===== config.mk =====
export PLATFORM = sky130hd
export DESIGN_NAME = icache
export DESIGN_NICKNAME = d
export VERILOG_FILES = /design/src/rtl/cpu_types_pkg.sv /design/src/rtl/icache.sv
export SDC_FILE = /design/constraint.sdc
export NUM_CORES = 1
export LEC_CHECK = 0
export CORE_ASPECT_RATIO = 0.75
export CORE_MARGIN = 5
export CORE_UTILIZATION = 55
export DETAILED_ROUTE_END_ITERATION = 6
export GPL_TIMING_DRIVEN = 1
export PLACE_DENSITY_LB_ADDON = 0.08
export SYNTH_ARGS = -nofsm -noshare
export SYNTH_HDL_FRONTEND = slang
export SYNTH_SLANG_ARGS = --single-unit

===== constraint.sdc =====
create_clock -name CLK -period 6.37 [get_ports CLK]
set_input_delay 1.274 -clock CLK [delete_from_list [all_inputs] [get_ports CLK]]
set_output_delay 1.274 -clock CLK [all_outputs]
set_load 0.05 [all_outputs]

===== src/rtl/cpu_types_pkg.sv =====
// cpu_types_pkg: shared CPU types, including the instruction cache frame and FSM state
package cpu_types_pkg;
  localparam int WORD_W = 32;
  localparam int ITAG_W = 26;
  localparam int IIDX_W = 4;
  typedef logic [WORD_W-1:0] word_t;
  typedef struct packed {
    logic              valid;
    logic [ITAG_W-1:0] tag;
    word_t             data;
  } icache_frame_t;
  typedef enum logic {IDLE, FETCH} icache_state_t;
endpackage


===== src/rtl/icache.sv =====
// icache: direct-mapped read-only instruction cache with single-word fills and hit/miss counters
module icache
  import cpu_types_pkg::*;
#(
  parameter int NFRAMES = 16
) (
  input  logic  CLK,
  input  logic  nRST,
  input  logic  imemREN,
  input  word_t imemaddr,
  output logic  ihit,
  output word_t imemload,
  output logic  iREN,
  output word_t iaddr,
  input  logic  iwait,
  input  word_t iload,
  output word_t hit_count,
  output word_t miss_count
);
  icache_frame_t     frames_q [NFRAMES];
  icache_frame_t     cur;
  icache_state_t     state_q;
  word_t             miss_addr_q, hit_count_q, hit_count_d, miss_count_q, miss_count_d;
  logic [IIDX_W-1:0] idx, fill_idx;
  logic [ITAG_W-1:0] tag;
  logic              miss, unused_offset;
  assign tag           = imemaddr[31:32-ITAG_W];
  assign idx           = imemaddr[IIDX_W+1:2];
  assign fill_idx      = miss_addr_q[IIDX_W+1:2];
  assign unused_offset = ^imemaddr[1:0];
  assign cur           = frames_q[idx];
  assign ihit          = imemREN && state_q == IDLE && cur.valid && cur.tag == tag;
  assign miss          = imemREN && state_q == IDLE && !ihit;
  assign imemload      = ihit ? cur.data : '0;
  assign iREN          = state_q == FETCH;
  assign iaddr         = iREN ? miss_addr_q : '0;
  assign hit_count     = hit_count_q;
  assign miss_count    = miss_count_q;
  // saturating next-count for hits and started misses
  always_comb begin
    hit_count_d  = (ihit && hit_count_q != '1) ? hit_count_q + 32'd1 : hit_count_q;
    miss_count_d = (miss && miss_count_q != '1) ? miss_count_q + 32'd1 : miss_count_q;
  end
  // miss FSM: latch the word address on a miss, hold it until the controller delivers
  always_ff @(posedge CLK or negedge nRST)
    if (!nRST) begin
      state_q     <= IDLE;
      miss_addr_q <= '0;
    end else if (state_q == IDLE) begin
      if (miss) begin
        miss_addr_q <= {imemaddr[31:2], 2'b00};
        state_q     <= FETCH;
      end
    end else if (!iwait) begin
      state_q <= IDLE;
    end
  // frame array: cleared on reset, one frame replaced when fill data arrives
  always_ff @(posedge CLK or negedge nRST)
    if (!nRST)
      for (int i = 0; i < NFRAMES; i++) frames_q[i] <= '0;
    else if (iREN && !iwait)
      frames_q[fill_idx] <= '{valid: 1'b1, tag: miss_addr_q[31:32-ITAG_W], data: iload};
  // performance counters
  always_ff @(posedge CLK or negedge nRST)
    if (!nRST) begin
      hit_count_q  <= '0;
      miss_count_q <= '0;
    end else begin
      hit_count_q  <= hit_count_d;
      miss_count_q <= miss_count_d;
    end
endmodule


==> run summary <==
Status = completed
Clk sinks = 1039
CTS root buffer = clkbuf_16
CP Capture Type = output port
Final hold vios = 0
Nets = 3319
Fmax = 162 MHz
Post-synth ARST share = 1.00
Clk buf depth = 3
CTS tree = yes
Vias = 27700
First drt pass iteration count = 5
Max-slew headroom = 0.260
Die height = 265 µm
Unrepaired setup endpoints after global routing = false
H-tree Lvls = 3
Top cell type's share of synthesized area = 0.544
# rows = 93
Max Cap Viol = 0
DR iter-0 viols = 1913
Tot GR Track Use = 0.265
Clk slew on worst S/H paths = 60 ps
Filler cell count = 6148
Starting Density = 0.556
P_leak = 24.7 nW
# DRC = 0
IO buf count = 193
Final setup fails = 0
Synth cell types = 65
Commonest non-fill, non-tap cell in the layout = dfrtp_1
Wire length per cell = 27.0 µm
Vias in the first global route = 30100
Total gr overflow = 0
Mean area per synthesized cell = 15.2 µm²
Number of synthesized flops with an enable pin = 0
ANT nets after route = 0
Dominant cell type by area after synthesis = dfrtp_1
Post-Route WL = 121000 µm
Clock Latency Late Sink = 670 ps
Worst Path Required = 5100 ps
Final Skew = 24.7 ps
Worst Path Max Fanout = 59
Post-synthesis sequential area ratio = 0.544
Top FF cell, synth = dfrtp_1
First-pass GRT wire length = 188000 µm
Total core area = 86000 µm²
Placement Cell Area = 51200 µm²
Worst Path Arrival = 4910 ps
Hold crit path type = flip-flop to flip-flop
DIE WIDTH = 350 µm
Post-route cell area = 54800 µm²
Maximum VDD drop = 0.000243 V
Largest net degree at the start of global routing = 182
Final period util = 0.972
Most frequent cells in the layout = dfrtp_1 (1039), mux2_2 (977), mux4_2 (246)
Synth-to-layout area growth = 14.8%
Initial antenna violation count = 10
DP HPWL = 72100 µm
CP Class = input pin to output port
Mapped Cells = 3135
Syn. warnings = 0
Pwr Total = 22.5 mW
RD Place Congestion = 0.864
Startpoint types = input pin
Tmin final = 6190 ps
PwrDens = 411 nW/µm²
Most area-consuming cells after synthesis = dfrtp_1 (54%), mux2_2 (23%), mux4_2 (12%)
Pin slew with the least headroom to its limit = 1110 ps
Final Max Tran Viols = 0
Mapped cell area = 47800 µm²
Layout cells sized above 1 = 0.465
Total CTS buffers = 102
Die Area = 92900 µm²
Synth Register Bits = 1039
Post-route setup TNS = 0 ps
Vias per cell = 6.19
IO Pins = 198
worst max-delay path, cell delays in order:
cell and delay (ps):
clkbuf_8 510, mux4_2 400, mux2i_1 470, nor2_1 90
o41ai_1 270, buf_4 210, o21ai_0 110, nor4_1 430
nand4_1 140, buf_4 200, inv_1 120, buf_12 180
and2_1 250, buf_12 160
state kept, by name, indices dropped and copies added, names as in the netlist:
register	cells
hit_count	32
miss_count	32
frames_q	944
miss_addr_q	30
iREN	1
metal layers:
metal | track usage | share of wire | vias up | wire (µm)
met5 | 0 | 0.00040 | - | 48
met4 | 0.0667 | 0.022 | 8 | 2710
met3 | 0.0497 | 0.053 | 199 | 6470
met2 | 0.423 | 0.48 | 681 | 58100
met1 | 0.382 | 0.44 | 15000 | 53800
li1 | - | - | 11800 | -
report_power, final:
group	total (mW)	switching, mW	internal, mW	leakage [nW]
Clock	6.35	2.61	3.74	1.77
Combinational	5.53	2.09	3.43	9.49
Sequential	10.7	1.45	9.20	13.4
stage by stage:
step                 util  hold slack, ps  setup slack [ps]  std cells
CTS                 0.638             468              44.8       4475
floorplan               -             429               659       3136
detailed placement  0.596             451             -48.0       4284
global route        0.638             483              70.9       4480
global placement    0.596             445              22.6       4284
finish              0.638             467               181       4481
area by class of cell:
class / instances / area, µm² / area share
clock inverters: 40 / 454 / 0.00828
flip-flops and latches: 1039 / 26000 / 0.474
repair buffers: 268 / 3080 / 0.0562
multi-input cells: 1826 / 20700 / 0.378
well taps: 1140 / 1430 / 0.0260
clock buffers: 151 / 3110 / 0.0567
inverters: 12 / 46.3 / 0.000844
diodes: 5 / 12.5 / 0.000228
synthesized netlist by cell type (3+ instances only):
| master | instances |
|---|---|
| dfrtp_1 | 1039 |
| mux2_2 | 977 |
| mux4_2 | 246 |
| clkbuf_1 | 135 |
| buf_1 | 73 |
| and2_1 | 70 |
| nand2_1 | 65 |
| mux2i_1 | 56 |
| xnor2_1 | 56 |
| nand3_1 | 44 |
| xor2_1 | 38 |
| nor2_1 | 36 |
| buf_2 | 31 |
| nand4_1 | 30 |
| and3_1 | 26 |
| nor3_1 | 26 |
| nor2b_1 | 18 |
| a22oi_1 | 15 |
| nand2b_1 | 13 |
| o22ai_1 | 12 |
| buf_4 | 11 |
| inv_1 | 11 |
| nor4_1 | 10 |
| or2_2 | 9 |
| a21oi_1 | 7 |
| and4_1 | 7 |
| buf_6 | 7 |
| a211oi_1 | 6 |
| nor3_2 | 6 |
| o21ai_0 | 5 |
| o31ai_1 | 4 |
| o2111ai_1 | 3 |
| o211ai_1 | 3 |
kinds of logic after synthesis:
kind of cell               Yosys count  share of synthesized area
muxes                             1280                      0.358
buffers and inverters              271                     0.0248
adders and majority gates            2                   0.000524
xor gates and xnor gates            94                     0.0172
AOI/OAI and AO/OA                   77                     0.0118
and+or+nand+nor                    371                     0.0432
DFF                               1039                      0.544
other                                1                  0.0000785
worst paths after layout:
| path | startpoint | end | slack [ps] | depth (start not counted) |
|---|---|---|---|---|
| worst max-delay path | imemaddr[4] | imemload[28] | 180 | 14 |
| worst min-delay path | frames_q[648] | frames_q[648] | 470 | 1 |
| worst max register to register | frames_q[55] | hit_count[6] | 2320 | 10 |
| worst min register to register | frames_q[648] | frames_q[648] | 470 | 1 |
| max in group asynchronous | nRST | frames_q[362] | 4330 | 2 |
| min in group asynchronous | nRST | frames_q[635] | 590 | 1 |
timing repair:
action / 4_1_cts / 5_1_grt
gates cloned: 0 / 0
endpoints found under the setup margin: 32 / 32
resized for setup: 2 / 2
hold buffers: 0 / 0
pin swaps: 0 / 1
setup buffers: 0 / 1
Power figures use the tool's default switching activity.
